## src/rtl/fp32_tap_reducer.sv

```systemverilog
// Buffers a burst of NTAPS fp32 tap products and reduces them to one sum with a pairwise
// adder tree, time-multiplexed onto a single external pipelined fp32 adder.
module fp32_tap_reducer #(
  parameter int unsigned NTAPS   = 8,
  parameter int unsigned ADD_LAT = 4
) (
  input  logic        clk,
  input  logic        rstn,
  input  logic [31:0] prod_in,
  input  logic        prod_valid,
  output logic        prod_ready,
  output logic [31:0] add_a,
  output logic [31:0] add_b,
  output logic        add_op,
  output logic        add_vin,
  input  logic [31:0] add_res,
  input  logic        add_vout,
  output logic [31:0] sum_out,
  output logic        sum_valid,
  output logic        err
);

  localparam int unsigned AW = $clog2(NTAPS);
  localparam int unsigned DW = $clog2(ADD_LAT + 1);

  typedef enum logic [1:0] {StFill, StIssue, StWait, StDone} state_e;

  state_e        state_q, state_d;
  logic [31:0]   tap_q [NTAPS];
  logic [AW-1:0] wr_cnt_q, wr_cnt_d;
  logic [AW-1:0] iss_cnt_q, iss_cnt_d;
  logic [AW-1:0] rd_cnt_q, rd_cnt_d;
  logic [AW-1:0] n_q, n_d;
  logic [31:0]   sum_out_q, sum_out_d;
  logic          err_q, err_d;
  logic [DW-1:0] drain_q, drain_d;

  logic          tap_we;
  logic [AW-1:0] tap_wa;
  logic [31:0]   tap_wd;
  logic [AW-1:0] idx_a, idx_b;
  logic          vout_ok;

  assign add_op    = 1'b0;
  assign sum_out   = sum_out_q;
  assign err       = err_q;
  assign idx_a     = iss_cnt_q << 1;
  assign idx_b     = idx_a | AW'(1);
  // Results still in flight from before a reset are ignored until the drain window expires.
  assign vout_ok   = add_vout && (drain_q == '0);

  always_comb begin
    state_d    = state_q;
    wr_cnt_d   = wr_cnt_q;
    iss_cnt_d  = iss_cnt_q;
    rd_cnt_d   = rd_cnt_q;
    n_d        = n_q;
    sum_out_d  = sum_out_q;
    err_d      = err_q;
    drain_d    = (drain_q != '0) ? drain_q - DW'(1) : drain_q;
    prod_ready = 1'b0;
    add_vin    = 1'b0;
    add_a      = '0;
    add_b      = '0;
    sum_valid  = 1'b0;
    tap_we     = 1'b0;
    tap_wa     = '0;
    tap_wd     = '0;

    if (vout_ok && (state_q != StWait || rd_cnt_q == n_q)) begin
      err_d = 1'b1;
    end

    unique case (state_q)
      StFill: begin
        prod_ready = 1'b1;
        if (prod_valid) begin
          tap_we = 1'b1;
          tap_wa = wr_cnt_q;
          tap_wd = prod_in;
          if (wr_cnt_q == AW'(NTAPS - 1)) begin
            wr_cnt_d  = '0;
            iss_cnt_d = '0;
            n_d       = AW'(NTAPS / 2);
            state_d   = StIssue;
          end else begin
            wr_cnt_d = wr_cnt_q + AW'(1);
          end
        end
      end
      StIssue: begin
        add_vin = 1'b1;
        add_a   = tap_q[idx_a];
        add_b   = tap_q[idx_b];
        if (iss_cnt_q == n_q - AW'(1)) begin
          iss_cnt_d = '0;
          rd_cnt_d  = '0;
          state_d   = StWait;
        end else begin
          iss_cnt_d = iss_cnt_q + AW'(1);
        end
      end
      StWait: begin
        if (vout_ok && rd_cnt_q != n_q) begin
          tap_we = 1'b1;
          tap_wa = rd_cnt_q;
          tap_wd = add_res;
          if (rd_cnt_q == n_q - AW'(1)) begin
            rd_cnt_d = '0;
            if (n_q == AW'(1)) begin
              // Final result is the new tap 0; capture it now so it is valid alongside the strobe.
              sum_out_d = add_res;
              state_d   = StDone;
            end else begin
              n_d     = n_q >> 1;
              state_d = StIssue;
            end
          end else begin
            rd_cnt_d = rd_cnt_q + AW'(1);
          end
        end
      end
      StDone: begin
        sum_valid = 1'b1;
        wr_cnt_d  = '0;
        iss_cnt_d = '0;
        rd_cnt_d  = '0;
        state_d   = StFill;
      end
      default: state_d = StFill;
    endcase
  end

  always_ff @(posedge clk or negedge rstn) begin
    if (!rstn) begin
      state_q   <= StFill;
      wr_cnt_q  <= '0;
      iss_cnt_q <= '0;
      rd_cnt_q  <= '0;
      n_q       <= '0;
      sum_out_q <= '0;
      err_q     <= 1'b0;
      drain_q   <= DW'(ADD_LAT);
    end else begin
      state_q   <= state_d;
      wr_cnt_q  <= wr_cnt_d;
      iss_cnt_q <= iss_cnt_d;
      rd_cnt_q  <= rd_cnt_d;
      n_q       <= n_d;
      sum_out_q <= sum_out_d;
      err_q     <= err_d;
      drain_q   <= drain_d;
    end
  end

  always_ff @(posedge clk or negedge rstn) begin
    if (!rstn) begin
      for (int i = 0; i < NTAPS; i++) begin
        tap_q[i] <= '0;
      end
    end else if (tap_we) begin
      tap_q[tap_wa] <= tap_wd;
    end
  end

endmodule

```

## config.mk

```make
export PLATFORM = sky130hd
export DESIGN_NAME = fp32_tap_reducer
export DESIGN_NICKNAME = d
export VERILOG_FILES = /design/src/rtl/fp32_tap_reducer.sv
export SDC_FILE = /design/constraint.sdc
export NUM_CORES = 1
export LEC_CHECK = 0
export ABC_CLOCK_PERIOD_IN_PS = 4800
export CORE_UTILIZATION = 55
export DETAILED_ROUTE_END_ITERATION = 6
export PLACE_DENSITY = 0.9
export SYNTH_ARGS = -nofsm -noshare
export SYNTH_HDL_FRONTEND = slang
export SYNTH_SLANG_ARGS = --single-unit
export TNS_END_PERCENT = 100
```

## constraint.sdc

```tcl
create_clock -name clk -period 4.8 [get_ports clk]
set_input_delay 0.96 -clock clk [delete_from_list [all_inputs] [get_ports clk]]
set_output_delay 0.96 -clock clk [all_outputs]
set_load 0.02 [all_outputs]
```

Word-level counts from Yosys, hierarchy flattened. Cells that the tools add are included.

ROM bits: 0. Bits in latches: 0. Bits in writable memories: 0. Register bits after elaboration: 306. Memories kept: 0. Output and inout bits: 101.

Reduce and logical (&&, ||, !) cells: 18. Magnitude comparators: 4. Div/mod/pow operators: 0. $add $sub $neg: 5. Mux-type cells: 47. Bitwise operators: 3. Shift-type cells: 0. Multipliers: 0. Equal/unequal tests: 16.

Operators with widths (number): 32-bit two-way mux (9); 256-bit bitwise mux (1); 32-bit binary-select mux with 3-bit select (2); 32-bit demux with 3-bit select (1); 32-bit one-hot mux with 2 select lines (1); 3-bit two-way mux (15); 3-bit one-hot mux with 2 select lines (3); 3-bit one-hot mux with 3 select lines (2); 2-bit != test (second input constant) (7); 4-bit >= comparator (second input constant) (3); 2-bit two-way mux (6); 3-bit inverter with 4-bit output (3); 3-bit by 1-bit adder with 3-bit output (second input constant) (3); 3-bit == test (3); 3-bit nonzero test (3); 2-bit one-hot mux with 4 select lines (1); 3-bit AND reduction (2); 6-bit AND reduction (1); 3-bit by 1-bit subtractor with 3-bit output (second input constant) (2); 1-bit two-way mux (5); 5-bit AND reduction (1); 2-bit == test (second input constant) (2); 1-bit logical AND (4); 4-bit by 1-bit < comparator with 1-bit output (second input constant) (1); 11 further kinds (12).

Longest topological paths before layout.
Depth after elaboration: 11. Mapped depth: 10. Mapped depth without buffers: 7.

Least setup slack after synthesis. Ideal clock, no wire load.

Path type: register to output. Start point: register iss_cnt_q[0]. End point: output port add_a[0]. Required time: 3.840 ns. Cell stages (with the launch flop): 6. Setup slack: 1.570 ns. Path buffers: 3. Arrival: 2.270 ns. Cells stage by stage: dfrtp_1 clkbuf_1 buf_1 buf_1 mux4_2 and2_1.

Word-level cells in the longest chain between the ends: 5.

RTL lines: start: declaration (line 31) `logic [AW-1:0] iss_cnt_q, iss_cnt_d;`; start signal: assignment (line 147) `iss_cnt_q <= iss_cnt_d;`; 3-bit inverter with 4-bit output (implied by the code) (line 93) `add_a = tap_q[idx_a];`; 32-bit binary-select mux with 3-bit select (line 93); 32-bit two-way mux (implied by the code) (2 in series) (line 93); 32-bit two-way mux (line 74) `unique case (state_q)`; end: declaration (line 12) `output logic [31:0] add_a,`.

Every way passes these cells. The select of a mux whose other input is x is not followed.

Final worst setup path.
Start point: register iss_cnt_q[0]. End point: output port add_a[23].

Same word-level chain as after synthesis.

==> results.toml <==
[detailed_routing]
drtIter0Drc = 596
detail_route.drc_violations = 0
routed-via-count = 8559
via_per_inst = 5.97
wl_per_cell_um = 22.6
ant_nets = 0
drt-total-wl_um = 32300
drt_pass1_iterations = 4

[synthesis]
yosys-top-cells-area = "dfrtp_1 (54%), mux2_2 (20%), mux4_2 (10%)"
synthesis.area_sq_um = 14200
synth_flop_cell = "dfrtp_1"
synth_top_area_share_pct = 53.8
yosysSeqAreaShare_pct = 53.9
synth-edff-count = 0
syn_avg_cell_area_sq_um = 15.4
syn_inst = 919
synth.largest_area_cell = "dfrtp_1"
synth_warnings = 0
synth_nets = 995
ys_async_sr_fraction_pct = 100
ys_ff_latch = 306
synth.distinct_cells = 46

[worst_setup_path]
crit_arrival_ns = 3.01
crit_chain = "buf_4 > mux4_2 > and2_1 > clkdlybuf4s50_1"
cpMaxStageDelayCell = "dfrtp_4"
crit_required_ns = 3.84
worstReg2RegStart = "drain_q[0]$_DFFE_PN0P_"
crit_start = "iss_cnt_q[0]$_DFFE_PN0P_"
r2r_end = "tap_q[122]$_DFFE_PN0P_"
crit_buf_inv = 2
critPathKind = "flop to output port"
cp.depth = 4
cp_top_family = "buffers and inverters"
ff2ff_path_depth = 8
end_kind = "output port"
rrSetupSlack_ns = 1.47
cp_max_fo = 25
max_stage_delay_ns = 0.75
start_kind = "flop"

[power]
p_per_area_nw_per_um2 = 600
p_total_w = 0.0104
leakagePower_nw = 8.00
ir_worst_vdd_v = 0.000366

[clocking]
cts-root-buf = "clkbuf_16"
tritoncts = "done"
cts_buffer_depth = 3
post_cts_buffers = 0
postCtsHoldBufs = 0
numClockSinks = 306
clock_latency_ns = 0.56
htree_levels = 1
cts_resized = 0
cts_made_buffers = 31
clk_pin_slew_ns = 0.06

[global_routing]
grt_max_degree = 97
track_usage_pct = 25.6
grt_overflow = 0
grt_antenna_before_repair = 0
grt_pass1_vias = 9336
grt_pass1_wl_um = 52300

[die]
die_area_sq_um = 26500
initial_core_util_pct = 56.2
io_pins = 169
num_rows = 58
dieWidth_um = 163
core_sq_um = 25300
die_h_um = 163

[min_path]
hold_class = "input pin to asynchronous set/reset pin"

[sta]
fin_ws_ns = 0.828
grt_setup_unrepaired = "false"
hold-worst-slack_ns = 0.429
clock_skew_ns = 0.0121
drv_slew = 0
setup_violations = 0
relSlewSlack_pct = 32.7
fin_crit_ns = 3.97
clock.fmax_mhz = 252
tightest_slew_ns = 1.01
hold_viol_final = 0
period_share_pct = 82.8
tns_ns = 0

[layout]
fin_util_pct = 68.6
fillCellCount = 1624
area_delta_synth_final_pct = 22.1
seqCellArea_sq_um = 7670
layout-drive-gt1-share_pct = 40.3
n_antenna_cell = 0
nets = 1155
multiInputGateArea_sq_um = 6260

[placement]
gp_congestion = 0.812
hpwl_um = 20300
post-place-ws_ns = 0.726
portBuffers = 167

[flow_run]
cap_violations = 0

[run_status]
status = "finished, final reports clean"
-- how the worst max path moves through the flow --
stage | to | slack (ns)
6_report | add_a[23] | 0.83
3_3_place_gp | tap_q[115]$_DFFE_PN0P_ | 0.84
5_1_grt | add_a[23] | 0.67
2_1_floorplan | add_a[0] | 1.57
4_1_cts | add_a[23] | 0.76
3_5_place_dp | tap_q[118]$_DFFE_PN0P_ | 0.73
-- per-stage QoR --
step | std cells | cell area (sq um)
2_1_floorplan | 919 | 14200
3_3_place_gp | 1376 | 16300
3_5_place_dp | 1376 | 16300
4_1_cts | 1434 | 17300
5_1_grt | 1434 | 17300
6_report | 1434 | 17300
-- report_power, final --
group / switching, W / leakage (nW) / internal, W
registers: 0.000665 / 4.11 / 0.00345
clock network: 0.00101 / 0.519 / 0.00147
logic: 0.00169 / 3.37 / 0.00211
-- cell type report --
class / count / share of cell area (%)
Clock buffer: 43 / 5.20
Tap cell: 330 / 2.38
Timing Repair Buffer: 191 / 10.9
Multi-Input combinational cell: 541 / 36.1
Sequential cell: 306 / 44.2
Clock inverter: 15 / 0.946
Inverter: 8 / 0.173
-- metal layers --
metal	vias to the layer above	global-route usage, %	part of all wire, %
met3	49	4.13	5.1
met5	-	0	0
met2	245	43.7	51
met1	4548	34.2	42
met4	0	6.88	2.3
li1	3717	-	-
-- layout by cell type, fill, tap and decap left out, drive strengths merged, types with 9 or more instances in the layout --
| master | instances |
|---|---|
| mux4 | 64 |
| clkbuf | 43 |
| clkdlybuf4s50 | 166 |
| mux2 | 290 |
| dfrtp | 305 |
| a22o | 37 |
| buf | 25 |
| inv | 9 |
| nand2 | 10 |
| and2 | 66 |
-- worst reg2reg max path, delay by kind of cell, from the launching register on --
kind	cells	cell delay (ns)
flops	1	0.36
buf+inv	2	0.44
compound gates	2	0.89
simple gates	2	0.91
mux	1	0.42
fa+ha+maj	1	0.21
-- Yosys cell counts (7+ instances only) --
cell type    n
clkbuf_1    26
buf_1       11
mux2_2     255
nor2_1       8
nand2_1     10
ha_1         8
mux2_4      30
dfrtp_1    305
mux4_2      64
xnor2_1      7
and2_1      66
inv_1        8
a22o_1      37
buf_2       18
-- kinds of logic (layout without fill, tap and decap cells) --
group | Yosys count | count (layout) | synth area share [%]
buffers and inverters | 72 | 257 | 2.39
adder cells (fa/ha/maj) | 8 | 8 | 0.705
flip-flops | 306 | 306 | 53.9
AO/OA/AOI/OAI | 62 | 62 | 3.68
XOR/XNOR | 9 | 9 | 0.767
other | 1 | 1 | 0.0264
multiplexers | 354 | 354 | 34.0
AND/OR/NAND/NOR | 107 | 107 | 4.54
-- sequential cells by signal, summed over array words and instances (netlist names) --
| register | count |
|---|---|
| drain_q | 3 |
| err | 1 |
| iss_cnt_q | 3 |
| n_q | 3 |
| rd_cnt_q | 3 |
| state_q | 2 |
| sum_out | 32 |
| tap_q | 256 |
| wr_cnt_q | 3 |
No activity file was read; power rests on OpenSTA's default activity.
